## src/rtl/conversor_bcd_if.sv

```systemverilog
// Handshake and data bundle between the adder result source and the BCD converter.
// master drives the start request and operand; slave returns status and BCD digits.
interface conversor_bcd_if #(
    parameter int LARGURA = 6
);
    logic               inicio;
    logic               com_sinal;
    logic [LARGURA-1:0] entrada;
    logic               ocupado;
    logic               pronto;
    logic               negativo;
    logic [3:0]         centenas;
    logic [3:0]         dezenas;
    logic [3:0]         unidades;

    modport master (
        output inicio, com_sinal, entrada,
        input  ocupado, pronto, negativo, centenas, dezenas, unidades
    );

    modport slave (
        input  inicio, com_sinal, entrada,
        output ocupado, pronto, negativo, centenas, dezenas, unidades
    );
endinterface

```

## src/rtl/conversor_bcd.sv

```systemverilog
// Iterative shift-add-3 binary to sign + BCD converter; pronto LARGURA+1 cycles after start.
// Starts are ignored while busy and in the pronto cycle; outputs hold until the next result.
module conversor_bcd #(
    parameter int LARGURA = 6,
    parameter int DIGITOS = 3
) (
    input  logic           clock,
    input  logic           reset,
    conversor_bcd_if.slave bus
);
    localparam int DW = 4 * DIGITOS;
    localparam int CW = $clog2(LARGURA + 1);

    typedef enum logic [1:0] {OCIOSO, CONVERTE, PRONTO} estado_t;

    estado_t            estado_q;
    logic [CW-1:0]      cont_q;
    logic [LARGURA-1:0] mag_q, mag_d, mag_ent;
    logic [DW-1:0]      dig_q, dig_d, dig_adj;
    logic               neg_int_q, neg_ent;
    logic               ocupado_q, pronto_q, negativo_q;
    logic [3:0]         centenas_q, dezenas_q, unidades_q;

    // Negative two's complement inputs are converted on their magnitude; -2^(L-1) maps to 2^(L-1).
    assign neg_ent = bus.com_sinal && bus.entrada[LARGURA-1];
    assign mag_ent = neg_ent ? (LARGURA'(0) - bus.entrada) : bus.entrada;

    always_comb begin
        dig_adj = dig_q;
        for (int i = 0; i < DIGITOS; i++) begin
            if (dig_q[4*i +: 4] >= 4'd5) begin
                dig_adj[4*i +: 4] = dig_q[4*i +: 4] + 4'd3;
            end
        end
        {dig_d, mag_d} = {dig_adj, mag_q} << 1;
    end

    always_ff @(posedge clock) begin
        if (reset) begin
            estado_q   <= OCIOSO;
            cont_q     <= '0;
            mag_q      <= '0;
            dig_q      <= '0;
            neg_int_q  <= 1'b0;
            ocupado_q  <= 1'b0;
            pronto_q   <= 1'b0;
            negativo_q <= 1'b0;
            centenas_q <= 4'd0;
            dezenas_q  <= 4'd0;
            unidades_q <= 4'd0;
        end else begin
            pronto_q <= 1'b0;
            case (estado_q)
                OCIOSO: begin
                    // The cycle showing pronto is not a start opportunity.
                    if (bus.inicio && !pronto_q) begin
                        mag_q     <= mag_ent;
                        neg_int_q <= neg_ent;
                        dig_q     <= '0;
                        cont_q    <= CW'(LARGURA);
                        ocupado_q <= 1'b1;
                        estado_q  <= CONVERTE;
                    end
                end
                CONVERTE: begin
                    dig_q  <= dig_d;
                    mag_q  <= mag_d;
                    cont_q <= cont_q - CW'(1);
                    if (cont_q == CW'(1)) begin
                        estado_q <= PRONTO;
                    end
                end
                PRONTO: begin
                    centenas_q <= dig_q[11:8];
                    dezenas_q  <= dig_q[7:4];
                    unidades_q <= dig_q[3:0];
                    negativo_q <= neg_int_q;
                    pronto_q   <= 1'b1;
                    ocupado_q  <= 1'b0;
                    estado_q   <= OCIOSO;
                end
                default: begin
                    ocupado_q <= 1'b0;
                    estado_q  <= OCIOSO;
                end
            endcase
        end
    end

    assign bus.ocupado  = ocupado_q;
    assign bus.pronto   = pronto_q;
    assign bus.negativo = negativo_q;
    assign bus.centenas = centenas_q;
    assign bus.dezenas  = dezenas_q;
    assign bus.unidades = unidades_q;
endmodule

```

## src/flat_wrapper.sv

```systemverilog
// flat-port wrapper written by rule: the top's interface ports become plain ports
module conversor_bcd_flat 
#(
    parameter int LARGURA = 6,
    parameter int DIGITOS = 3
)
  (clock, reset, bus_inicio, bus_com_sinal, bus_entrada, bus_ocupado, bus_pronto, bus_negativo, bus_centenas, bus_dezenas, bus_unidades);
  conversor_bcd_if #(.LARGURA(LARGURA)) bus_i ();
  input  logic clock;
  input  logic reset;
  input wire logic [$bits(bus_i.inicio)-1:0] bus_inicio;
  input wire logic [$bits(bus_i.com_sinal)-1:0] bus_com_sinal;
  input wire logic [$bits(bus_i.entrada)-1:0] bus_entrada;
  output wire logic [$bits(bus_i.ocupado)-1:0] bus_ocupado;
  output wire logic [$bits(bus_i.pronto)-1:0] bus_pronto;
  output wire logic [$bits(bus_i.negativo)-1:0] bus_negativo;
  output wire logic [$bits(bus_i.centenas)-1:0] bus_centenas;
  output wire logic [$bits(bus_i.dezenas)-1:0] bus_dezenas;
  output wire logic [$bits(bus_i.unidades)-1:0] bus_unidades;
  assign bus_i.inicio = bus_inicio;
  assign bus_i.com_sinal = bus_com_sinal;
  assign bus_i.entrada = bus_entrada;
  assign bus_ocupado = bus_i.ocupado;
  assign bus_pronto = bus_i.pronto;
  assign bus_negativo = bus_i.negativo;
  assign bus_centenas = bus_i.centenas;
  assign bus_dezenas = bus_i.dezenas;
  assign bus_unidades = bus_i.unidades;
  conversor_bcd #(.LARGURA(LARGURA), .DIGITOS(DIGITOS)) u_core (.clock(clock), .reset(reset), .bus(bus_i));
endmodule
```

## config.mk

```make
export PLATFORM = sky130hd
export DESIGN_NAME = conversor_bcd_flat
export DESIGN_NICKNAME = d
export VERILOG_FILES = /design/src/rtl/conversor_bcd_if.sv /design/src/rtl/conversor_bcd.sv /design/src/flat_wrapper.sv
export SDC_FILE = /design/constraint.sdc
export NUM_CORES = 1
export LEC_CHECK = 0
export ABC_AREA = 1
export CAP_MARGIN = 10
export CORE_MARGIN = 3
export CORE_UTILIZATION = 40
export DETAILED_ROUTE_END_ITERATION = 12
export SLEW_MARGIN = 20
export SYNTH_ARGS = -nofsm -noshare
export SYNTH_HDL_FRONTEND = slang
export SYNTH_SLANG_ARGS = --single-unit
```

## constraint.sdc

```tcl
create_clock -name clock -period 1.2 [get_ports clock]
set_clock_uncertainty 0.05 [all_clocks]
set_input_delay 0.18 -clock clock [delete_from_list [all_inputs] [get_ports clock]]
set_output_delay 0.18 -clock clock [all_outputs]
set_load 0.005 [all_outputs]
```

# --- Word-level counts from Yosys, hierarchy flattened ---
# Cells that the tools add are included.
word_totals:
  register_bits: 39
  out_inout_bits: 15
  elab_cells: 50
op_classes:
  n_addsub: 5
  order_cmp: 3
  n_eq_ne: 5
  mux: 16
  n_bitwise: 1
  reduce_logical: 9
ops:
  columns: ["op", "count"]
  rows:
  - ["one-hot mux 12 bit (2 select lines)", 1]
  - [">= comparator 4 x 3 -> 1 bit, second input constant", 3]
  - ["2-to-1 mux 12 bit", 1]
  - ["2-to-1 mux 6 bit", 2]
  - ["one-hot mux 6 bit (2 select lines)", 1]
  - ["adder 4 x 2 -> 4 bit, second input constant", 2]
  - ["2-to-1 mux 4 bit", 2]
  - ["AND reduction 2 bit", 4]
  - ["2-to-1 mux 3 bit", 2]
  - ["one-hot mux 3 bit (2 select lines)", 1]
  - ["subtractor 1 x 6 -> 6 bit, first input constant", 1]
  - ["2-to-1 mux 2 bit", 2]
  - ["!= test 2 x 1 -> 1 bit, second input constant", 2]
  - ["one-hot mux 2 bit (2 select lines)", 1]
  - ["adder 3 x 2 -> 3 bit, second input constant", 1]
  - ["equality test 3 x 1 -> 1 bit, second input constant", 1]
  - ["subtractor 3 x 1 -> 3 bit, second input constant", 1]
  - ["equality test 2 x 1 -> 1 bit, second input constant", 1]
  - ["equality test 2 bit, second input constant", 1]
  - ["logical AND 1 bit", 2]
  - ["logical NOT 2 bit", 1]
  - ["2-to-1 mux 1 bit", 2]
  - ["one-hot mux 1 bit (2 select lines)", 1]
  - ["nonzero test 2 bit", 1]
  - ["2 further kinds", 2]

# --- Depth between registers and ports, before layout ---
depth:
  ltp_word: 4
  ltp_mapped: 9

# --- Worst setup path after synthesis ---
# OpenSTA, ideal clock, no wires.
synth_timing:
  path_kind: "register -> register"
  startpoint: "reg u_core.dig_q[0]"
  endpoint: "reg u_core.dig_q[1]"
  setup_ps: 132
  arrival_time_ps: 1008
  t_required_ps: 1018
  path_slack_ps: 10
  stages_incl_launch_ff: 9
  path_buffers: 0
  period_less_slack_ps: 1190
  cell_sequence: "dfxtp_1 -> inv_1 -> ha_1 -> inv_1 -> nand2_1 -> nand3_1 -> nand2_1 -> nand3_1 -> a21oi_1"
synth_between:
  elab_chain_len: 3
  elab_cells_between_ends: 4
synth_lines:
  columns: ["element", "line", "text"]
  rows:
  - ["start: declaration", "conversor_bcd.sv:19", "logic [DW-1:0] dig_q, dig_d, dig_adj;"]
  - ["start signal: assignment", "conversor_bcd.sv:66", "dig_q <= dig_d;"]
  - ["adder 4 x 2 -> 4 bit or >= comparator 4 x 3 -> 1 bit (tied branches)", "conversor_bcd.sv:32, conversor_bcd.sv:31", null]
  - ["2-to-1 mux 4 bit *", "conversor_bcd.sv:31", "if (dig_q[4*i +: 4] >= 4'd5) begin"]
  - ["one-hot mux 12 bit (2 select lines) *", "conversor_bcd.sv:53", "case (estado_q)"]
# Every way passes the cells marked *; elsewhere a longest branch is shown, timed or not.
# A chain may end at the register's enable or synchronous reset.

# --- Worst setup path in the final report ---
# Same ends and word-level chain as after synthesis.

==> flow_summary.ini <==
[run_status]
status = finished clean

[synth]
synth_most_common_cell = nand2_1
yosysWarnings = 0
synth_top_family_by_area = simple AND/OR/NAND/NOR gates
syn_inst = 261
synth_common_cells = nand2_1 (60), dfxtp_1 (39), a21oi_1 (33), inv_1 (33), nand3_1 (22)
synth_cell_types = 23
synth_compound_area_frac = 0.1560
synthSimpleGateAreaFrac = 0.2640
synth_mux_area_frac = 0
netlist.area_leader.share = 0.4160
synth-edff-count = 0
synth_fa_ha_area_frac = 0.06000
netlist_area_um2 = 1877
synth_nets = 280
syn_area_per_cell_um2 = 7.191
yosys.area.top_type = dfxtp_1
synth_xor_xnor_area_share = 0.004667
synth_top_flop_cell = dfxtp_1
synthTopCellsByArea = dfxtp_1 (42%), nand2_1 (12%), a21oi_1 (8.8%)
async_flop_share = 0
synth-seq-area-share = 0.4160
ys_ff_latch = 39

[timing]
setup_viol = 0
tightestPinTransition_ps = 322.8
period_share = 0.9476
rsz0062_at_grt = yes
tns_ps = 0
layout_min_cycle_time_ps = 1137
layout_setup_ws_ps = 62.85
fmax_mhz = 879.4
slew_viol_final = 0
slew_headroom = 0.7845
hold_viol_final = 0

[pwr]
total_power_mw = 2.650
power_leakage_nw = 1.274
vdd_drop_max_v = 0.0004975
p_per_area_nw_per_um2 = 1021

[finish]
multi_input_area_um2 = 1052
antenna_cells = 0
nets = 329
drive_gt1_frac = 0.2903
synthToLayoutAreaGrowth_pct = 38.33
fin_area_um2 = 2596
fillers = 419
seq_area_um2 = 794.5
fin_cells = 362

[grt]
grt_use_total = 0.1568
overflow = 0
grt_pass1_vias = 1574
grt_pass1_wl_um = 6789
grt_max_degree = 25
antenna_found_initial = 0

[critical_path]
worst_r2r_path_depth = 8
crit_arrival_ps = 1260
cp_max_fo = 4
worstPathCellList = inv_2, ha_4, inv_2, nand2_4, nand3_4, nand2_1, nand3_1, a21oi_2
max_stage_delay_ps = 360
cp_data_required_time_ps = 1320
crit_slowest_cell = dfxtp_2
cp-end-kind = register
r2r-end = u_core.dig_q[1]
critPathLaunchType = register
crit_top_cell = inv_2
crit_type = register to register
r2r-start = u_core.dig_q[0]
regToRegSetupSlack_ps = 60

[route]
wl_per_cell_um = 11.41
drt_iter0_drc = 71
routed_wirelength_um = 4131
vias_per_cell = 4.892
remaining_drc_errors = 0
dr_total_vias = 1771
ant_nets = 0
drtPass1Iterations = 4

[floorplanning]
die_y_um = 74.50
coreArea_um2 = 4444
start_util = 0.4223
die_w_um = 74.50
dieArea_um2 = 5550
io_pins = 25
rows = 24

[worst_hold_path]
hp-class = input pin to register
hold_path_end = u_core.mag_q[0]
min_from = bus_entrada[0]
min_path_cells = 4

[cts]
clk-insertion-delay-late_ps = 290
clk_path_buf_depth = 2
cts-hold-fix-buffers = 0
clkTransAtPathRegs_ps = 70
numCtsBuffers = 5
htreeDepth = 2
cts_tree = yes
cts.sinks = 39
clock-root-buffer = clkbuf_8

[place]
dpl_cell_area_um2 = 2322
post-place-ws_ps = -309.6
dp.cells = 352
port_buffers = 24
place.gp.congestion = 0.7593
dpl.hpwl_um = 2854

[run]
drv_cap = 0
sequential cells by signal (all words and copies together) (netlist names), 2 cells and up:
name and cells:
u_core.mag_q 6, u_core.bus.centenas 4, u_core.bus.unidades 4, u_core.cont_q 3, u_core.estado_q 2, u_core.bus.dezenas 4, u_core.dig_q 12
worst max-delay path by stage:
stage	start	end	slack (ps)	depth (start not counted)
after global placement	bus_inicio	u_core.mag_q[1]	-280	10
after CTS	u_core.dig_q[8]	u_core.dig_q[10]	9	8
final	u_core.dig_q[0]	u_core.dig_q[1]	60	8
after floorplan	u_core.dig_q[0]	u_core.dig_q[1]	10	8
after detailed placement	bus_inicio	u_core.mag_q[1]	-310	10
after global routing	u_core.dig_q[5]	u_core.dig_q[6]	-30	7
what timing repair did:
action                     in CTS  in global routing
buffers inserted                1                  4
pin swaps                       0                 13
setup endpoints to repair      26                 23
gates resized for setup        28                 53
final cells by class:
class	count	area share
multi-input combinational	177	0.4053
sequential	39	0.3060
timing repair buffer	50	0.1711
inverter	37	0.05880
clock buffer	6	0.03181
tap	52	0.02506
clock inverter	1	0.001928
worst max-delay path, delay by kind of cell, from the launching register on:
kind            cells  cell delay [ps]
buf+inv             2              120
simple gates        4              290
fa+ha+maj           1              150
flops               1              360
compound gates      1               50
layout by cell type, fill, tap and decap left out, types with 2 or more instances in the layout:
cell | Yosys | final
inv_2 | 3 | 11
inv_1 | 33 | 23
nand4_1 | 8 | 8
a21oi_2 | 0 | 4
o211ai_1 | 2 | 2
nor2_1 | 14 | 12
nor2_4 | 2 | 2
nand3_2 | 0 | 4
clkbuf_8 | 0 | 6
ha_2 | 0 | 3
dlygate4sd2_1 | 0 | 15
a21oi_1 | 33 | 29
buf_6 | 1 | 2
o21ai_0 | 21 | 19
o21ai_1 | 0 | 2
nand3_1 | 22 | 16
nand3_4 | 0 | 2
dfxtp_2 | 0 | 11
nand2_4 | 2 | 6
nand2_1 | 60 | 50
ha_4 | 0 | 2
clkdlybuf4s50_1 | 0 | 6
buf_4 | 1 | 23
nor2_2 | 1 | 3
dfxtp_1 | 39 | 28
ha_1 | 9 | 4
dlymetal6s2s_1 | 0 | 3
nand2_2 | 0 | 6
report_power, final:
part / switching [mW] / total (mW) / internal, mW
clock network: 0.439 / 0.890 / 0.451
logic: 0.209 / 0.382 / 0.173
registers: 0.0333 / 1.38 / 1.35
total: 0.681 / 2.65 / 1.97
per-layer routing:
| metal | GRT usage | share of wire | up-vias | wire, um |
|---|---|---|---|---|
| met5 | 0 | 0 | - | 0 |
| met1 | 0.2079 | 0.50 | 796 | 2067 |
| li1 | - | - | 950 | - |
| met2 | 0.2478 | 0.46 | 21 | 1907 |
| met4 | 0.05336 | 0.0094 | 0 | 39 |
| met3 | 0.04054 | 0.028 | 4 | 116 |
logic make-up (layout without fill, tap and decap cells):
logic type | Yosys count | in the layout
and+or+nand+nor | 110 | 110
AOI/OAI and AO/OA | 57 | 57
buffers and inverters | 45 | 94
DFF | 39 | 39
adders and majority gates | 9 | 9
xor gates and xnor gates | 1 | 1
per-stage QoR:
step | hold WS (ps) | utilization
floorplan | 277.3 | -
global placement | 403.2 | 0.5225
detailed placement | 406.7 | 0.5225
CTS | 416.6 | 0.5465
global route | 289.3 | 0.5842
finish | 246.3 | 0.5842
Note: power is estimated with default switching activity, not from simulation.
